File: config.mk
export PLATFORM = sky130hd
export DESIGN_NAME = axi_read_arbiter
export DESIGN_NICKNAME = d
export VERILOG_FILES = /design/src/rtl/axi_rd_arb_pkg.sv /design/src/rtl/axi_read_arbiter_rr.sv /design/src/rtl/axi_read_arbiter.sv
export SDC_FILE = /design/constraint.sdc
export NUM_CORES = 1
export LEC_CHECK = 0
export ABC_AREA = 1
export CORE_AREA = 4 4 176 178
export DETAILED_ROUTE_END_ITERATION = 12
export DIE_AREA = 0 0 180 182
export GPL_TIMING_DRIVEN = 0
export PLACE_DENSITY_LB_ADDON = 0.1
export SLEW_MARGIN = 20
export SYNTH_ARGS = -nofsm -noshare
export SYNTH_HDL_FRONTEND = slang
export SYNTH_HIERARCHICAL = 1
export SYNTH_SLANG_ARGS = --single-unit
File: constraint.sdc
create_clock -name clk -period 2 [get_ports clk]
set_input_delay 0.2 -clock clk [delete_from_list [all_inputs] [get_ports clk]]
set_output_delay 0.2 -clock clk [all_outputs]
set_load 0.01 [all_outputs]
File: src/rtl/axi_rd_arb_pkg.sv
// Shared types and constants for the two-requester AXI read arbiter.
package axi_rd_arb_pkg;

    typedef enum logic [1:0] {
        IDLE = 2'd0,
        ADDR = 2'd1,
        DATA = 2'd2
    } arb_state_t;

    // Requester indices; also used directly as the AXI ID of each requester.
    localparam logic REQ_I = 1'b0;
    localparam logic REQ_D = 1'b1;

    localparam logic [2:0] AXI_SIZE_8B    = 3'b011;
    localparam logic [1:0] AXI_BURST_INCR = 2'b01;

    // A line is 64 bytes, so the low address bits are dropped.
    localparam int LINE_OFFSET_BITS = 6;

    // Two-way round-robin choice: a lone requester wins, a tie goes to the
    // requester that was not granted last.
    function automatic logic rr_pick(input logic [1:0] req, input logic last_grant);
        if (req[REQ_I] && req[REQ_D]) begin
            return ~last_grant;
        end else if (req[REQ_D]) begin
            return REQ_D;
        end else begin
            return REQ_I;
        end
    endfunction

endpackage

File: src/rtl/axi_read_arbiter_rr.sv
// Two-input round-robin arbiter holding the last_grant history bit.
module rr_arbiter2 (
    input  logic       clk,
    input  logic       reset,
    input  logic [1:0] req,
    input  logic       update_en,
    output logic [1:0] grant,
    output logic       grant_idx
);
    import axi_rd_arb_pkg::*;

    logic last_grant_reg;

    assign grant_idx = rr_pick(req, last_grant_reg);

    // One-hot grant for the current winner, empty when nobody requests.
    always_comb begin
        grant = 2'b00;
        if (|req) begin
            grant[grant_idx] = 1'b1;
        end
    end

    // History starts at D so that I wins the first contest after reset.
    always_ff @(posedge clk or negedge reset) begin
        if (!reset) begin
            last_grant_reg <= REQ_D;
        end else if (update_en && (|req)) begin
            last_grant_reg <= grant_idx;
        end
    end

endmodule

File: src/rtl/axi_read_arbiter.sv
// Shares one AXI read channel between instruction fetch (I) and data load (D).
// One fixed-length INCR line burst is in flight at a time; R beats are passed
// straight through to the owner with no buffering.
module axi_read_arbiter #(
    parameter int ID_WIDTH   = 13,
    parameter int ADDR_WIDTH = 64,
    parameter int DATA_WIDTH = 64,
    parameter int BURST_LEN  = 8
) (
    input  logic                  clk,
    input  logic                  reset,
    input  logic                  i_req_valid,
    input  logic                  d_req_valid,
    input  logic [ADDR_WIDTH-1:0] i_req_addr,
    input  logic [ADDR_WIDTH-1:0] d_req_addr,
    output logic                  i_req_ready,
    output logic                  d_req_ready,
    output logic                  i_resp_valid,
    output logic                  d_resp_valid,
    output logic [DATA_WIDTH-1:0] i_resp_data,
    output logic [DATA_WIDTH-1:0] d_resp_data,
    output logic                  i_resp_last,
    output logic                  d_resp_last,
    output logic                  i_resp_err,
    output logic                  d_resp_err,
    input  logic                  i_resp_ready,
    input  logic                  d_resp_ready,
    output logic [ID_WIDTH-1:0]   m_axi_arid,
    output logic [ADDR_WIDTH-1:0] m_axi_araddr,
    output logic [7:0]            m_axi_arlen,
    output logic [2:0]            m_axi_arsize,
    output logic [1:0]            m_axi_arburst,
    output logic                  m_axi_arlock,
    output logic [3:0]            m_axi_arcache,
    output logic [2:0]            m_axi_arprot,
    output logic                  m_axi_arvalid,
    input  logic                  m_axi_arready,
    input  logic [ID_WIDTH-1:0]   m_axi_rid,
    input  logic [DATA_WIDTH-1:0] m_axi_rdata,
    input  logic [1:0]            m_axi_rresp,
    input  logic                  m_axi_rlast,
    input  logic                  m_axi_rvalid,
    output logic                  m_axi_rready,
    output logic                  protocol_err
);
    import axi_rd_arb_pkg::*;

    // One spare bit so a runaway burst saturates instead of wrapping to a
    // value that looks like a legal beat index.
    localparam int                     CNT_W     = $clog2(BURST_LEN) + 1;
    localparam logic [CNT_W-1:0]       LAST_BEAT = CNT_W'(BURST_LEN - 1);
    localparam logic [ADDR_WIDTH-1:0]  LINE_MASK = ~ADDR_WIDTH'((1 << LINE_OFFSET_BITS) - 1);

    arb_state_t             state_reg;
    arb_state_t             state_next;
    logic [ADDR_WIDTH-1:0]  araddr_reg;
    logic [ID_WIDTH-1:0]    arid_reg;
    logic                   owner_reg;
    logic [CNT_W-1:0]       beat_cnt_reg;
    logic                   protocol_err_reg;

    logic [1:0]             req;
    logic [1:0]             grant;
    logic                   grant_idx;
    logic                   in_idle;
    logic                   take_req;
    logic                   ar_hs;
    logic                   r_hs;
    logic                   owner_ready;
    logic                   beat_err;

    assign req         = {d_req_valid, i_req_valid};
    assign in_idle     = (state_reg == IDLE);
    assign take_req    = in_idle && (|req);
    assign ar_hs       = (state_reg == ADDR) && m_axi_arready;
    assign owner_ready = (owner_reg == REQ_D) ? d_resp_ready : i_resp_ready;
    assign r_hs        = m_axi_rvalid && m_axi_rready;

    // Any accepted beat that disagrees with the expected count or ID.
    assign beat_err = r_hs && ((m_axi_rlast && (beat_cnt_reg != LAST_BEAT)) ||
                               (!m_axi_rlast && (beat_cnt_reg == LAST_BEAT)) ||
                               (m_axi_rid != arid_reg));

    rr_arbiter2 u_rr (
        .clk       (clk),
        .reset     (reset),
        .req       (req),
        .update_en (in_idle),
        .grant     (grant),
        .grant_idx (grant_idx)
    );

    // Fixed AR attributes: full-width INCR line burst, normal access.
    assign m_axi_arid    = arid_reg;
    assign m_axi_araddr  = araddr_reg;
    assign m_axi_arlen   = 8'(BURST_LEN - 1);
    assign m_axi_arsize  = AXI_SIZE_8B;
    assign m_axi_arburst = AXI_BURST_INCR;
    assign m_axi_arlock  = 1'b0;
    assign m_axi_arcache = 4'b0000;
    assign m_axi_arprot  = 3'b000;
    assign protocol_err  = protocol_err_reg;

    // State register; an asserted reset abandons any burst in flight.
    always_ff @(posedge clk or negedge reset) begin
        if (!reset) begin
            state_reg <= IDLE;
        end else begin
            state_reg <= state_next;
        end
    end

    // Next state: grant -> address phase -> data phase until the rlast beat.
    always_comb begin
        state_next = state_reg;
        case (state_reg)
            IDLE:    if (|req) state_next = ADDR;
            ADDR:    if (m_axi_arready) state_next = DATA;
            DATA:    if (r_hs && m_axi_rlast) state_next = IDLE;
            default: state_next = IDLE;
        endcase
    end

    // Outputs: grant pulse in IDLE, arvalid in ADDR, R steering in DATA.
    always_comb begin
        i_req_ready   = 1'b0;
        d_req_ready   = 1'b0;
        m_axi_arvalid = 1'b0;
        m_axi_rready  = 1'b0;
        i_resp_valid  = 1'b0;
        i_resp_data   = '0;
        i_resp_last   = 1'b0;
        i_resp_err    = 1'b0;
        d_resp_valid  = 1'b0;
        d_resp_data   = '0;
        d_resp_last   = 1'b0;
        d_resp_err    = 1'b0;
        case (state_reg)
            IDLE: begin
                // The grant is combinational, so mask it while reset is held.
                i_req_ready = grant[REQ_I] && reset;
                d_req_ready = grant[REQ_D] && reset;
            end
            ADDR: begin
                m_axi_arvalid = 1'b1;
            end
            DATA: begin
                m_axi_rready = owner_ready;
                if (owner_reg == REQ_D) begin
                    d_resp_valid = m_axi_rvalid;
                    d_resp_data  = m_axi_rdata;
                    d_resp_last  = m_axi_rlast;
                    d_resp_err   = (m_axi_rresp != 2'b00);
                end else begin
                    i_resp_valid = m_axi_rvalid;
                    i_resp_data  = m_axi_rdata;
                    i_resp_last  = m_axi_rlast;
                    i_resp_err   = (m_axi_rresp != 2'b00);
                end
            end
            default: ;
        endcase
    end

    // Capture the winner's line address and ID at grant; count accepted beats.
    always_ff @(posedge clk or negedge reset) begin
        if (!reset) begin
            araddr_reg   <= '0;
            arid_reg     <= '0;
            owner_reg    <= REQ_I;
            beat_cnt_reg <= '0;
        end else begin
            if (take_req) begin
                araddr_reg <= ((grant_idx == REQ_D) ? d_req_addr : i_req_addr) & LINE_MASK;
                arid_reg   <= ID_WIDTH'(grant_idx);
                owner_reg  <= grant_idx;
            end
            if (ar_hs) begin
                beat_cnt_reg <= '0;
            end else if (r_hs && (beat_cnt_reg != '1)) begin
                beat_cnt_reg <= beat_cnt_reg + CNT_W'(1);
            end
        end
    end

    // Sticky protocol error; only reset clears it.
    always_ff @(posedge clk or negedge reset) begin
        if (!reset) begin
            protocol_err_reg <= 1'b0;
        end else if (beat_err) begin
            protocol_err_reg <= 1'b1;
        end
    end

endmodule

After elaboration in Yosys (flattened, before gate mapping)
Cells that the tools add are included.
Operators by class
  add/subtract/negate cells: 1
  $mul: 0
  divide/modulo/power cells: 0
  $lt $le $gt $ge: 2
  equality and inequality tests: 9
  shifts and indexed selects: 0
  mux-type cells: 33
  bitwise gates (word level): 1
  reduce and logical (&&, ||, !) cells: 20
Operators by type and width (count)
  64-bit 2-to-1 mux: 5
  1-bit 2-to-1 mux: 20
  13-bit by 1-bit inequality test with 1-bit output: 1
  1-bit logical AND: 12
  2-bit 2-to-1 mux: 4
  4-bit 2-to-1 mux: 2
  2-bit inequality test, second input constant: 3
  2-bit one-hot mux with 3 select lines: 1
  4-bit by 1-bit adder with 4-bit output, second input constant: 1
  4-bit by 3-bit equality test with 1-bit output, second input constant: 1
  4-bit by 3-bit inequality test with 1-bit output, second input constant: 1
  4-bit inequality test, second input constant: 1
  2-bit nonzero test: 2
  3-bit AND reduction: 1
  2-bit by 1-bit equality test with 1-bit output, second input constant: 1
  2-bit equality test, second input constant: 1
  2-bit zero test: 1
  1-bit logical OR: 2
  1-bit by 2-bit < comparator with 1-bit output, second input constant: 1
  2-bit OR reduction: 1
  1-bit demux with 1-bit select: 1
  1-bit >= comparator, second input constant: 1
  1-bit zero test: 1
  1-bit inverter: 1
Storage, ports and cells
  register bits: 67
  latch bits: 0
  bits in writable memories: 0
  bits in read-only memories: 0
  input bits: 216
  output and inout port bits: 237
  word-level logic and storage cells: 72
  memories kept: 0

Depth between registers and ports, before layout
  word-level depth: 9
  mapped depth: 8
  gate-level depth less buffers: 8

Modules after synthesis
The synthesis kept the hierarchy.
By module, submodules not included
  axi_read_arbiter: instances 1, cells each 662, area each 4312.9 um^2, seq. area each 1651.6 um^2
  rr_arbiter2: instances 1, cells each 10, area each 73.8 um^2, seq. area each 26.3 um^2

Least setup slack after synthesis
Ideal clock, no wire load.
  kind: reg2reg
  start point: register u_rr.last_grant_reg
  end point: register araddr_reg[62] (netlist: m_axi_araddr[62])
  setup time: 82 ps
  arrival: 1439 ps
  data required time: 1918 ps
  setup slack: 479 ps
  cell stages (with the launch flop): 9
  path buffers: 3
  path through: dfstp_2 nand2_1 and2_4 buf_2 inv_1 buf_4 buf_2 nand2_1 a31oi_1
Between the ends
  word-level cells in the longest chain between the ends: 3
RTL lines
  start: declaration: RTL line axi_read_arbiter_rr.sv:12  | logic last_grant_reg;
  start signal: assignment: RTL line axi_read_arbiter_rr.sv:29  | last_grant_reg <= grant_idx;
  1-bit inverter: RTL line axi_rd_arb_pkg.sv:24  | return ~last_grant;
  1-bit 2-to-1 mux: RTL line axi_rd_arb_pkg.sv:23  | if (req[REQ_I] && req[REQ_D]) begin
  named net grant_idx: RTL line axi_read_arbiter.sv:64  | logic grant_idx;
  64-bit 2-to-1 mux: RTL line axi_read_arbiter.sv:174  | araddr_reg <= ((grant_idx == REQ_D) ? d_req_addr : i_req_addr) & LINE_MASK;
  end signal: assignment: RTL line axi_read_arbiter.sv:174
  end: declaration: RTL line axi_read_arbiter.sv:56  | logic [ADDR_WIDTH-1:0] araddr_reg;
The timed path passes the listed nets, and every way through them passes these cells.
A chain may end at the register's enable or synchronous reset.

Worst setup path in the final report
  start point: register state_reg[0]
  end point: output port i_resp_data[58]
Between the ends
  word-level cells in the longest chain between the ends: 2
RTL lines
  start: declaration: RTL line axi_read_arbiter.sv:54  | arb_state_t state_reg;
  start signal: assignment: RTL line axi_read_arbiter.sv:109  | state_reg <= state_next;
  2-bit equality test: RTL line axi_read_arbiter.sv:138  | case (state_reg)
  64-bit 2-to-1 mux: RTL line axi_read_arbiter.sv:138
  end: declaration: RTL line axi_read_arbiter.sv:20  | output logic [DATA_WIDTH-1:0] i_resp_data,
No other way between the ends.

==> flow_metrics.py <==
metrics = {
    "run": {
        "drv_cap": 0,
    },
    "logic_synthesis": {
        "synth_ff_type": "dfrtp_1",
        "ys_ff_latch": 67,
        "synth_edf_count": 0,
        "synth.most_common_cell": "nor2_1",
        "synthesis.area_mm2": 0.00439,
        "synth_top_cell_by_area": "dfrtp_1",
        "yosysSeqAreaShare_pct": 38.2,
        "yosys.cell_types.count": 22,
        "avgSynthCellArea_um2": 6.53,
        "synth_top_area_share_pct": 37.6,
        "synthTopCellsByArea": "dfrtp_1 38%, nor2_1 18%, nand2_1 13%",
        "ys_top_cells_by_count": "208 x nor2_1, 153 x nand2_1, 77 x inv_1, 66 x dfrtp_1, 58 x a31oi_1",
        "async_flop_share_pct": 100,
        "yosysWarnings": 6,
        "synth_cells": 672,
    },
    "timing": {
        "setup-tns-final_ns": 0,
        "clock.fmax_mhz": 517,
        "worst_pin_slew_ns": 0.546,
        "fin_skew_ns": 0.0109,
        "post-route-period-util_pct": 96.7,
        "post-route-worst-setup-slack_ns": 0.0666,
        "hold_ws_ns": 0.413,
        "final_hold_viol_count": 0,
        "slew_headroom_pct": 63.6,
        "finalCriticalPeriod_ns": 1.93,
        "slew_viol_final": 0,
        "setup_viol": 0,
    },
    "worst_setup_path": {
        "worstSetupEndpointType": "output pin",
        "cp.required_ns": 1.80,
        "path_delay_family": "buffers and inverters",
        "timing.rr.end": "m_axi_araddr[56]",
        "cpPeakStageDelay_ns": 0.44,
        "path_class": "reg2out",
        "crit_chain": "nor2_4 > nand2_4 > buf_4 > clkbuf_8 > nor2_1 > dlygate4sd2_1",
        "ff2ff_path_depth": 8,
        "r2r-start": "u_rr/last_grant_reg",
        "cp.arrival_ns": 1.73,
        "reg2reg_slack_ns": 0.16,
        "slowest_stage": "dfrtp_1",
        "worstPathMaxFanout": 10,
        "start_kind": "flip-flop",
        "cp_num_buf_inv": 3,
    },
    "die": {
        "core_area_mm2": 0.0294,
        "fp.dieH_um": 182,
        "rows": 63,
        "die_area_mm2": 0.0328,
        "ios": 453,
        "start_util_pct": 14.9,
        "die_w_um": 180,
    },
    "grt": {
        "grt_max_degree": 37,
        "grt_pass1_vias": 5676,
        "antenna_found_initial": 8,
        "busiest_layer": "met2",
        "grtUsageMet3_pct": 6.67,
        "grt_pass1_wl_mm": 36.0,
        "use_met2_pct": 26.5,
        "met1_usage_pct": 13.9,
        "grt_use_total_pct": 14.6,
        "overflow": 0,
    },
    "hold_path": {
        "holdCritPathClass": "in2reg",
        "hold_depth": 3,
        "worstHoldStart": "d_req_addr[50]",
        "hold_end": "m_axi_araddr[50]",
    },
    "routing": {
        "vias": 5725,
        "wl_mm": 25.6,
        "antenna_left": 0,
        "first_pass_iters": 4,
        "drc": 0,
        "wl_per_cell_um": 16.8,
        "drt-vias-per-instance": 3.74,
        "drt_iter0_drc": 200,
    },
    "pwr": {
        "p_comb_share_pct": 57.5,
        "p_clk_share_pct": 17.8,
        "p_leak_uw": 0.00485,
        "power.internal_uw": 5770,
        "p_sw_uw": 3950,
        "vdd_ir_drop_max_uv": 422,
        "seqPwrFrac_pct": 24.7,
        "p_per_area_mw_per_mm2": 1060,
        "power_uw": 9720,
        "p_sw_share_pct": 40.6,
    },
    "layout": {
        "largest_reg_flops": 58,
        "final_nets": 1345,
        "fillCellCount": 3251,
        "multi_input_area_mm2": 0.00207,
        "regArea_mm2": 0.00168,
        "area_growth_pct": 110,
        "drive_gt1_share_pct": 16.3,
    },
    "placement": {
        "pre_cts_slack_ns": -0.453,
        "hpwl_mm": 21.3,
        "place.gp.congestion": 0.840,
        "io_buffers": 401,
    },
    "cts": {
        "cts_buffer_depth": 2,
        "cts.sinks": 67,
        "path_clk_slew_ns": 0.07,
        "cts_tree": "done",
        "htreeDepth": 3,
        "clockRootBuffer": "clkbuf_16",
        "cts_buffers": 9,
        "worstSkewPairLatency_ns": 0.35,
    },
    "status": {
        "outcome": "complete, no violations",
    },
}
[routing by layer]
layer,up-vias,share of wire (%)
li1,2888,-
met1,2516,35
met2,290,52
met3,29,10
met4,2,3.2
met5,-,0.051
[stage by stage]
step | instance area, um2 | cells | util [%]
floorplan | 4530 | 709 | -
finish | 9210 | 1530 | 31.3
global placement | 9030 | 1500 | 30.7
CTS | 9400 | 1520 | 32.0
global route | 9210 | 1530 | 31.3
detailed placement | 9040 | 1501 | 30.8
[power groups by stage]
stage | Clock, uW | Sequential [uW] | Combinational [uW]
after floorplan | 0 | 2660 | 2190
after global placement | 0 | 2390 | 5870
after detailed placement | 0 | 2410 | 5810
after CTS | 1800 | 2400 | 5720
after global routing | 1850 | 2490 | 6120
final | 1730 | 2400 | 5590
[worst register-to-register path, delay by kind of cell, from the launching register on]
family	cells	cell delay, ns
buf+inv	4	0.76
flops	1	0.52
compound gates	1	0.19
simple gates	3	0.29
[how the worst max path moves through the flow]
| stage | from | end | slack, ns | cells after the start |
|---|---|---|---|---|
| 2_1_floorplan | u_rr/last_grant_reg | m_axi_araddr[62] | 0.48 | 8 |
| 3_3_place_gp | reset | d_req_ready | -2.43 | 4 |
| 3_5_place_dp | state_reg[0] | i_resp_data[31] | -0.45 | 6 |
| 4_1_cts | state_reg[1] | i_resp_data[19] | -0.25 | 7 |
| 5_1_grt | state_reg[1] | i_resp_data[33] | -0.008 | 7 |
| 6_report | state_reg[0] | i_resp_data[58] | 0.07 | 6 |
[layout make-up]
type                            instances  area share, %
Buffer                                 80           6.85
Timing Repair Buffer                  408           40.4
Multi-Input combinational cell        484           22.5
Antenna cell                            7          0.190
Clock inverter                          6          0.775
Sequential cell                        67           18.2
Tap cell                              390           5.30
Clock buffer                           10           2.60
Inverter                               78           3.18
[cells by family (layout without fill, tap and decap cells)]
group | after synthesis | in the layout | share of synthesized area (%)
AND/OR/NAND/NOR | 383 | 383 | 34.0
buffers and inverters | 158 | 582 | 18.7
flip-flops | 67 | 67 | 38.2
AO/OA/AOI/OAI | 61 | 61 | 8.61
other | 2 | 46 | 0.171
adder cells (fa/ha/maj) | 1 | 1 | 0.285
[cells in the final DEF (no fill, tap or decap), drive strengths merged]
cell,Yosys,layout
buf,67,84
clkdlybuf4s50,0,264
nand2,153,153
and2,3,3
ha,1,1
dlygate4sd3,0,1
inv,78,80
nand3b,1,1
nand4,5,5
dfstp,1,1
clkinv,0,1
o21ai,3,3
a31oi,58,58
dfrtp,66,66
nand3,9,9
dlymetal6s2s,0,11
conb,2,39
clkinvlp,0,2
clkbuf,13,80
bufinv,0,1
clkdlybuf4s15,0,5
diode,0,7
nor2,212,212
dlygate4sd2,0,53
[what timing repair did]
action                     CTS  global route
hold buffers                 2             0
buffers inserted             1             3
setup endpoints to repair  137            96
pin swaps                    1             3
hold endpoints to repair    30             0
resized for setup          207           134
No activity file was read; power rests on OpenSTA's default activity.
